`src/rtl/bit_pix_wr_sequencer.sv`:
```
// Write sequencer for the bit-pixel BRAM. Accepted words are laid out as
// left third, center, right third. Frames alternate between two buffers.
// A frame is dropped if its target buffer is still being read by block-match.
module bit_pix_wr_sequencer #(
   parameter int THIRD_WIDTH  = 240,
   parameter int CENTER_WIDTH = 304,
   parameter int THIRD_HEIGHT = 480,
   parameter int WORD_BITS    = 16
) (
   input  logic        clk50,
   input  logic        reset,
   input  logic [15:0] in_data,
   input  logic        in_valid,
   input  logic        in_sof,
   output logic        in_ready,
   input  logic        bm_busy,
   input  logic        bm_working_buf,
   output logic [15:0] wr_address,
   output logic [1:0]  wr_third,
   output logic [15:0] wr_writedata,
   output logic        wr_write,
   output logic        buf_index,
   output logic [31:0] image_number,
   output logic        frame_done,
   output logic        frame_dropped
);

   localparam logic [15:0] THIRD_END  = 16'(THIRD_WIDTH * THIRD_HEIGHT / WORD_BITS);
   localparam logic [15:0] CENTER_END = 16'(CENTER_WIDTH * THIRD_HEIGHT / WORD_BITS);

   typedef enum logic [1:0] {
      ST_IDLE  = 2'd0,
      ST_WRITE = 2'd1,
      ST_DROP  = 2'd2
   } state_t;

   state_t      state_q, state_d;
   logic [15:0] word_addr_q, word_addr_d;
   logic [1:0]  region_q, region_d;
   logic        buf_q, buf_d;
   logic [31:0] image_q, image_d;
   logic        ready_q;
   logic        wr_write_q, wr_write_d;
   logic [15:0] wr_address_q, wr_address_d;
   logic [1:0]  wr_third_q, wr_third_d;
   logic [15:0] wr_data_q, wr_data_d;
   logic        done_q, done_d;
   logic        dropped_q, dropped_d;

   logic        accept;
   logic        buf_free;
   logic        mid_frame;
   logic [15:0] end_addr;

   assign accept    = in_valid & ready_q;
   assign buf_free  = ~bm_busy | (bm_working_buf != buf_q);
   assign mid_frame = (word_addr_q != 16'd0) | (region_q != 2'd0);
   assign end_addr  = (region_q == 2'd1) ? CENTER_END : THIRD_END;

   // State, counters and registered write-port outputs.
   always_ff @(posedge clk50) begin
      if (!reset) begin
         state_q      <= ST_IDLE;
         word_addr_q  <= 16'd0;
         region_q     <= 2'd0;
         buf_q        <= 1'b0;
         image_q      <= 32'd0;
         ready_q      <= 1'b0;
         wr_write_q   <= 1'b0;
         wr_address_q <= 16'd0;
         wr_third_q   <= 2'd0;
         wr_data_q    <= 16'd0;
         done_q       <= 1'b0;
         dropped_q    <= 1'b0;
      end else begin
         state_q      <= state_d;
         word_addr_q  <= word_addr_d;
         region_q     <= region_d;
         buf_q        <= buf_d;
         image_q      <= image_d;
         ready_q      <= 1'b1;
         wr_write_q   <= wr_write_d;
         wr_address_q <= wr_address_d;
         wr_third_q   <= wr_third_d;
         wr_data_q    <= wr_data_d;
         done_q       <= done_d;
         dropped_q    <= dropped_d;
      end
   end

   // Next-state: frame start/abort decisions and address/region sequencing.
   always_comb begin
      state_d      = state_q;
      word_addr_d  = word_addr_q;
      region_d     = region_q;
      buf_d        = buf_q;
      image_d      = image_q;
      wr_write_d   = 1'b0;
      wr_address_d = wr_address_q;
      wr_third_d   = wr_third_q;
      wr_data_d    = wr_data_q;
      done_d       = 1'b0;
      dropped_d    = 1'b0;

      case (state_q)
         ST_IDLE, ST_DROP: begin
            if (accept && in_sof) begin
               if (buf_free) begin
                  // First word of a frame always lands at offset 0 of region 0.
                  wr_write_d   = 1'b1;
                  wr_address_d = buf_q ? THIRD_END : 16'd0;
                  wr_third_d   = 2'd0;
                  wr_data_d    = in_data;
                  word_addr_d  = 16'd1;
                  region_d     = 2'd0;
                  state_d      = ST_WRITE;
               end else begin
                  dropped_d = 1'b1;
                  state_d   = ST_DROP;
               end
            end
         end
         ST_WRITE: begin
            if (accept) begin
               if (in_sof && mid_frame) begin
                  // Abort the partial frame; the sof word restarts the same buffer.
                  dropped_d = 1'b1;
                  region_d  = 2'd0;
                  if (buf_free) begin
                     wr_write_d   = 1'b1;
                     wr_address_d = buf_q ? THIRD_END : 16'd0;
                     wr_third_d   = 2'd0;
                     wr_data_d    = in_data;
                     word_addr_d  = 16'd1;
                  end else begin
                     word_addr_d = 16'd0;
                     state_d     = ST_DROP;
                  end
               end else begin
                  wr_write_d   = 1'b1;
                  wr_address_d = buf_q ? (end_addr + word_addr_q) : word_addr_q;
                  wr_third_d   = region_q;
                  wr_data_d    = in_data;
                  if (word_addr_q == end_addr - 16'd1) begin
                     word_addr_d = 16'd0;
                     if (region_q == 2'd2) begin
                        region_d = 2'd0;
                        buf_d    = ~buf_q;
                        image_d  = image_q + 32'd1;
                        done_d   = 1'b1;
                        state_d  = ST_IDLE;
                     end else begin
                        region_d = region_q + 2'd1;
                     end
                  end else begin
                     word_addr_d = word_addr_q + 16'd1;
                  end
               end
            end
         end
         default: state_d = ST_IDLE;
      endcase
   end

   assign in_ready      = ready_q;
   assign wr_write      = wr_write_q;
   assign wr_address    = wr_address_q;
   assign wr_third      = wr_third_q;
   assign wr_writedata  = wr_data_q;
   assign buf_index     = buf_q;
   assign image_number  = image_q;
   assign frame_done    = done_q;
   assign frame_dropped = dropped_q;

endmodule

```
`config.mk`:
```
export PLATFORM = sky130hd
export DESIGN_NAME = bit_pix_wr_sequencer
export DESIGN_NICKNAME = d
export VERILOG_FILES = /design/src/rtl/bit_pix_wr_sequencer.sv
export SDC_FILE = /design/constraint.sdc
export NUM_CORES = 1
export LEC_CHECK = 0
export ABC_AREA = 1
export BUFFER_PORTS_ARGS = -buffer_cell sky130_fd_sc_hd__buf_4
export CORE_MARGIN = 2
export CORE_UTILIZATION = 57
export CTS_CLUSTER_SIZE = 40
export DETAILED_ROUTE_END_ITERATION = 10
export GPL_TIMING_DRIVEN = 0
export PLACE_DENSITY = 0.81
export SLEW_MARGIN = 0
export SYNTH_ARGS = -nofsm -noshare
export SYNTH_HDL_FRONTEND = slang
export SYNTH_SLANG_ARGS = --single-unit
```
`constraint.sdc`:
```
create_clock -name clk50 -period 2.81 [get_ports clk50]
set_input_delay 0.4215 -clock clk50 [delete_from_list [all_inputs] [get_ports clk50]]
set_output_delay 0.4215 -clock clk50 [all_outputs]
set_load 0.02 [all_outputs]
```
==> results of run 1 <==
state kept, by name (all words and copies together), names as in the netlist:
name / flops
image_number: 32
word_addr_q: 16
wr_address: 16
wr_writedata: 16
region_q: 2
state_q: 2
wr_third: 2
buf_index: 1
frame_done: 1
frame_dropped: 1
in_ready: 1
wr_write: 1
critical path: stages, from the launching register on:
cell and delay [ns]:
dfxtp_1 0.34, buf_6 0.16, nand2_4 0.13, ha_1 0.35, inv_1 0.13, nand2_2 0.12
nor3_1 0.16, nand3_1 0.15, nor3_4 0.26, nand2_2 0.12, nor2_8 0.19, buf_6 0.17
nand3_1 0.08, nand2_1 0.07, nor2_1 0.04
stage by stage:
stage / setup WS (ns) / instance area [sq um] / hold WS (ns) / cells / total power [W]
2_1_floorplan: 0.710 / 5320 / 0.449 / 799 / 0.00149
3_3_place_gp: 0.266 / 6150 / 0.447 / 1002 / 0.00158
3_5_place_dp: 0.227 / 6150 / 0.451 / 1002 / 0.00158
4_1_cts: 0.207 / 6340 / 0.154 / 1018 / 0.00246
5_1_grt: 0.0216 / 6380 / 0.159 / 1020 / 0.00253
6_report: 0.215 / 6380 / 0.161 / 1020 / 0.00245
power groups by stage:
stage	registers (W)	logic, W	clock network (W)
after floorplan	0.00138	0.000111	0
after global placement	0.00135	0.000222	0
after detailed placement	0.00135	0.000227	0
after CTS	0.00133	0.000227	0.000904
after global routing	0.00133	0.000249	0.000951
final	0.00133	0.000230	0.000897
layout make-up:
type / instances / share of cell area (%)
clock buffers: 10 / 2.16
repair buffers: 94 / 11.3
plain buffers: 27 / 2.81
flip-flops and latches: 91 / 28.6
inverters: 85 / 5.04
clock inverters: 6 / 0.883
well taps: 111 / 2.18
multi-input cells: 596 / 47.1
metal layers:
layer / vias up / share of wire (%)
met1: 2642 / 43
met3: 34 / 8.4
met4: 0 / 2.2
li1: 2793 / -
met5: - / 0
met2: 285 / 46
synthesized netlist by cell type (all sizes together):
cell	n
a21boi	1
nand3	79
o21ai	41
inv	83
clkbuf	9
nand3b	3
nor4	2
nand2	194
buf	18
nor3b	3
nor3	24
xnor2	8
clkinv	2
a21oi	60
ha	8
nand4	19
or2	1
xor2	23
nor2	125
o21bai	2
dfxtp	91
a31oi	3
cells by family (layout without fill, tap and decap cells):
family	count (synthesis)	in the layout	synth area share, %
and+or+nand+nor	450	450	38.9
adders and majority gates	8	8	1.88
DFF	91	91	34.2
buffers and inverters	112	222	9.41
xor gates and xnor gates	31	31	5.10
AOI/OAI and AO/OA	107	107	10.5
how the worst min path moves through the flow:
stage                               end  slack [ns]  depth (start not counted)
after floorplan                in_ready        0.45                          0
after global placement    wr_address[9]        0.45                          2
after detailed placement  wr_address[7]        0.45                          2
after CTS                      in_ready        0.15                          1
after global routing           in_ready        0.16                          1
final                          in_ready        0.16                          1
timing repair:
item                       CTS  global route
hold endpoints to repair     0             0
setup endpoints to repair    0             5
gates resized for setup      0             2
setup buffers                0             2
==> results.json, run 1 <==
{
  "outcome": "completed",
  "initial_core_util_pct": 58.1,
  "gp_congestion": 0.997,
  "drt-pass1-iter-count": 5,
  "reg2reg_depth": 14,
  "cts_tree": "built",
  "drive_gt1_share_pct": 20.8,
  "slew_viol_final": 0,
  "layout_commonest_cell": "nand2_1",
  "cts_root_buf": "clkbuf_8",
  "drt_iter0_markers": 507,
  "ctsHoldBuffers": 0,
  "p_clk_share_pct": 36.6,
  "die_height_um": 101,
  "synth_nets": 829,
  "critical_path.endpoint": "image_number[4]",
  "die-area_sq_mm": 0.0101,
  "crit_required_ns": 3.08,
  "yosysSeqAreaShare_pct": 34.2,
  "r2r_slack_ns": 0.22,
  "wl_per_cell_um": 15.8,
  "crit_path_start": "region_q[0]",
  "grt_start_max_net_pins": 18,
  "area.sequential_sq_mm": 0.00182,
  "hold_class": "in -> reg",
  "yosys.area.top_type": "dfxtp_1",
  "worstReg2RegStart": "region_q[0]",
  "grt_pass1_wl_um": 25400,
  "fillers": 798,
  "netlist_instances": 799,
  "setup_viol": 0,
  "drt_wl_total_um": 16100,
  "clk_latency_ns": 0.37,
  "cp_data_arrival_time_ns": 2.86,
  "grt.busiest_layer": "met2",
  "final_cell_mix": "nand2_1, nor2_1, buf_4",
  "ys_ff_latch": 91,
  "drc": 0,
  "core_sq_mm": 0.00915,
  "critPathCaptureType": "flip-flop",
  "yosysWarnings": 0,
  "grtUsageMet2_pct": 50.8,
  "fin_nets": 934,
  "synth.distinct_cells": 38,
  "worst_pin_slew_ns": 0.679,
  "globalRouteMet3Util_pct": 5.76,
  "power.density_mw_per_mm2": 385,
  "placement_rows": 35,
  "antenna_found_initial": 0,
  "timing.final.crit_share_pct": 92.3,
  "combPwrFrac_pct": 9.4,
  "globalRouteMet1Util_pct": 43.1,
  "fmax_mhz": 385,
  "die_w_um": 101,
  "io_buffer_count": 92,
  "p_switching_w": 0.000690,
  "p_int_w": 0.00176,
  "vias": 5754,
  "crit_path_start_kind": "flip-flop",
  "globalRoute.totalOverflow": 0,
  "reg2reg_to": "image_number[4]",
  "clk_pin_slew_ns": 0.11,
  "fin_util_pct": 69.7,
  "cts_sinks": 91,
  "cap_violations": 0,
  "hold_viol_final": 0,
  "antenna_left": 0,
  "period_minus_slack_ns": 2.59,
  "synth.top_cell.area_share_pct": 34.2,
  "min_from": "reset",
  "slew_headroom_pct": 54.8,
  "switching_share_pct": 28.2,
  "p_leak_nw": 2.84,
  "grt_pass1_vias": 5333,
  "yosys-top-cells-area": "dfxtp_1, nand2_1, nor2_1, nand3_1, a21oi_1",
  "n_antenna_cell": 0,
  "cts.path.max_buffers": 2,
  "hpwl_um": 12400,
  "multi_input_comb_area_sq_mm": 0.00300,
  "area_delta_synth_final_pct": 19.8,
  "setup_tns_ns": 0,
  "p_seq_share_pct": 54.0,
  "num_io_pins": 93,
  "crit_type": "reg -> reg",
  "vdd_drop_max_mv": 0.315,
  "crit_fanout": 10,
  "viasPerCell": 5.64,
  "rsz0062_at_grt": "false",
  "fin_skew_ns": 0.0173,
  "track_usage_pct": 31.7,
  "htree_levels": 3,
  "syn_avg_cell_area_sq_um": 6.66,
  "synth_area_sq_mm": 0.00532,
  "numCtsBuffers": 9
}
Power figures use the tool's default switching activity.
==> run 2, diff against run 1 <==
--- a/config.mk
+++ b/config.mk
@@ -8,11 +8,12 @@
 export ABC_AREA = 1
 export BUFFER_PORTS_ARGS = -buffer_cell sky130_fd_sc_hd__buf_4
 export CORE_MARGIN = 2
-export CORE_UTILIZATION = 57
+export CORE_UTILIZATION = 51
+export CTS_BUF_LIST = sky130_fd_sc_hd__clkbuf_16
 export CTS_CLUSTER_SIZE = 40
 export DETAILED_ROUTE_END_ITERATION = 10
 export GPL_TIMING_DRIVEN = 0
-export PLACE_DENSITY = 0.81
+export PLACE_DENSITY = 0.77
 export SLEW_MARGIN = 0
 export SYNTH_ARGS = -nofsm -noshare
 export SYNTH_HDL_FRONTEND = slang
==> constraint.sdc (replaced) <==
create_clock -name clk50 -period 2.3 [get_ports clk50]
set_input_delay 0.345 -clock clk50 [delete_from_list [all_inputs] [get_ports clk50]]
set_output_delay 0.345 -clock clk50 [all_outputs]
set_load 0.02 [all_outputs]
==> run 2 against run 1 <==
Register-to-register slack worse by 0.07 ns; clock power up 61%; first-iteration DRC count down 9.9%; maximum frequency up 20%.
==> results.json, run 2 (synthesis gave the netlist of run 1 again) <==
{
  "outcome": "completed",
  "antenna_found_initial": 0,
  "core_sq_mm": 0.0102,
  "layout_commonest_cell": "nand2_1",
  "numCtsBuffers": 9,
  "worst_pin_slew_ns": 0.653,
  "hold_viol_final": 0,
  "track_usage_pct": 27.0,
  "cap_violations": 0,
  "fin_skew_ns": 0.0102,
  "max_stage_delay_ns": 0.34,
  "r2r_slack_ns": 0.14,
  "crit_family": "simple AND/OR/NAND/NOR gates",
  "placement_rows": 37,
  "io_buffer_count": 92,
  "rsz0062_at_grt": "false",
  "wl_met2_um": 6590,
  "hold_class": "in -> reg",
  "viasPerCell": 5.21,
  "drt_iter0_markers": 457,
  "cts_sinks": 91,
  "p_leak_nw": 2.94,
  "vdd_drop_max_mv": 0.279,
  "grt_pass1_wl_um": 24400,
  "grt_start_max_net_pins": 18,
  "largest_reg_flops": 32,
  "crit_required_ns": 2.53,
  "period_minus_slack_ns": 2.16,
  "clk_pin_slew_ns": 0.07,
  "gp_congestion": 0.965,
  "die_w_um": 106,
  "crit_type": "reg -> reg",
  "die-area_sq_mm": 0.0113,
  "area_delta_synth_final_pct": 24.9,
  "cp_cell_sequence": "clkbuf_4, inv_2, or2_1, nand3_2, inv_2, nand2_1, nand2_4, inv_2, buf_4, nand2_2, nand2_2, buf_6, nor2_1",
  "setup_viol": 0,
  "cts_root_buf": "clkbuf_16",
  "crit_path_start_kind": "flip-flop",
  "crit_top_cell": "inv_2",
  "met1_length_um": 7110,
  "die_height_um": 106,
  "crit_fanout": 10,
  "critPathCaptureType": "flip-flop",
  "initial_core_util_pct": 52.0,
  "fin_util_pct": 64.9,
  "drt-pass1-iter-count": 7,
  "vias": 5498,
  "cts_tree": "built",
  "fin_nets": 944,
  "min_to": "in_ready",
  "drt_wl_total_um": 15100,
  "slew_viol_final": 0,
  "reg2reg_depth": 13,
  "wl_per_cell_um": 14.3,
  "slew_headroom_pct": 56.5,
  "clk_latency_ns": 0.35,
  "worstReg2RegStart": "buf_index",
  "route.met3.wl_um": 1170,
  "setup_tns_ns": 0,
  "ctsHoldBuffers": 0,
  "grt_pass1_vias": 4789,
  "final_cell_mix": "nand2_1, buf_4, nor2_1",
  "drive_gt1_share_pct": 23.4,
  "cp_num_buf_inv": 6,
  "power.total_w": 0.00335,
  "min_from": "reset",
  "htree_levels": 3,
  "globalRoute.totalOverflow": 0,
  "num_io_pins": 93,
  "hpwl_um": 11200,
  "fmax_mhz": 463,
  "routed.top_layer": "met4",
  "reg2reg_to": "word_addr_q[7]",
  "crit_slowest_cell": "dfxtp_1",
  "antenna_left": 0,
  "hold_depth": 1,
  "cp_data_arrival_time_ns": 2.39,
  "n_antenna_cell": 0,
  "dp.cells": 1027,
  "timing.final.crit_share_pct": 93.9,
  "cts.path.max_buffers": 2,
  "power.density_mw_per_mm2": 504,
  "instances_no_fill": 1055,
  "drc": 0
}
==> run 2: cell types whose count changed in the layout (fill, tap and decap cells not counted), moves of 3 or more <==
cell	delta
buf_4	+10
clkbuf_16	+9
clkbuf_8	-10
dfxtp_1	-3
dfxtp_2	+3
ha_1	-3
inv_1	-4
inv_2	+4
==> run 2: power breakdown <==
part	internal [W]	total [W]	switching [W]
clock network	0.000750	0.00144	0.000687
logic	0.000110	0.000290	0.000180
registers	0.00160	0.00162	0.0000169
total	0.00246	0.00335	0.000883
==> run 2: area by class of cell <==
class | count | area (sq um)
plain buffers | 27 | 181
clock buffers | 9 | 225
clock inverters | 7 | 57.6
fillers | 970 | 3590
inverters | 85 | 325
multi-input cells | 596 | 3060
flip-flops and latches | 91 | 1830
well taps | 136 | 170
repair buffers | 104 | 793
==> run 2: what timing repair did <==
action,4_1_cts,5_1_grt
pin swaps,2,6
gates cloned,1,0
setup endpoints to repair,15,60
buffers inserted,5,6
gates resized for setup,3,19
==> run 2: worst max path at each step <==
stage | endpoint | start | depth (start not counted)
2_1_floorplan | image_number[19] | region_q[0] | 14
3_3_place_gp | image_number[29] | region_q[0] | 14
3_5_place_dp | image_number[29] | region_q[0] | 14
4_1_cts | image_number[21] | region_q[1] | 15
5_1_grt | image_number[21] | image_number[2] | 10
6_report | word_addr_q[7] | buf_index | 13
==> run 2: per-stage QoR <==
step                setup slack [ns]  cell area [sq um]  hold WS, ns
floorplan                      0.200               5320        0.373
global placement              -0.140               6180        0.450
detailed placement            -0.148               6180        0.456
CTS                          0.00426               6540        0.101
global route                 0.00371               6640        0.101
finish                         0.141               6640        0.104
==> run 2: per-layer routing <==
metal | up-vias | global-route usage (%)
met2 | 213 | 40.8
li1 | 2810 | -
met5 | - | 0
met4 | 0 | 7.99
met1 | 2453 | 39.2
met3 | 22 | 4.97
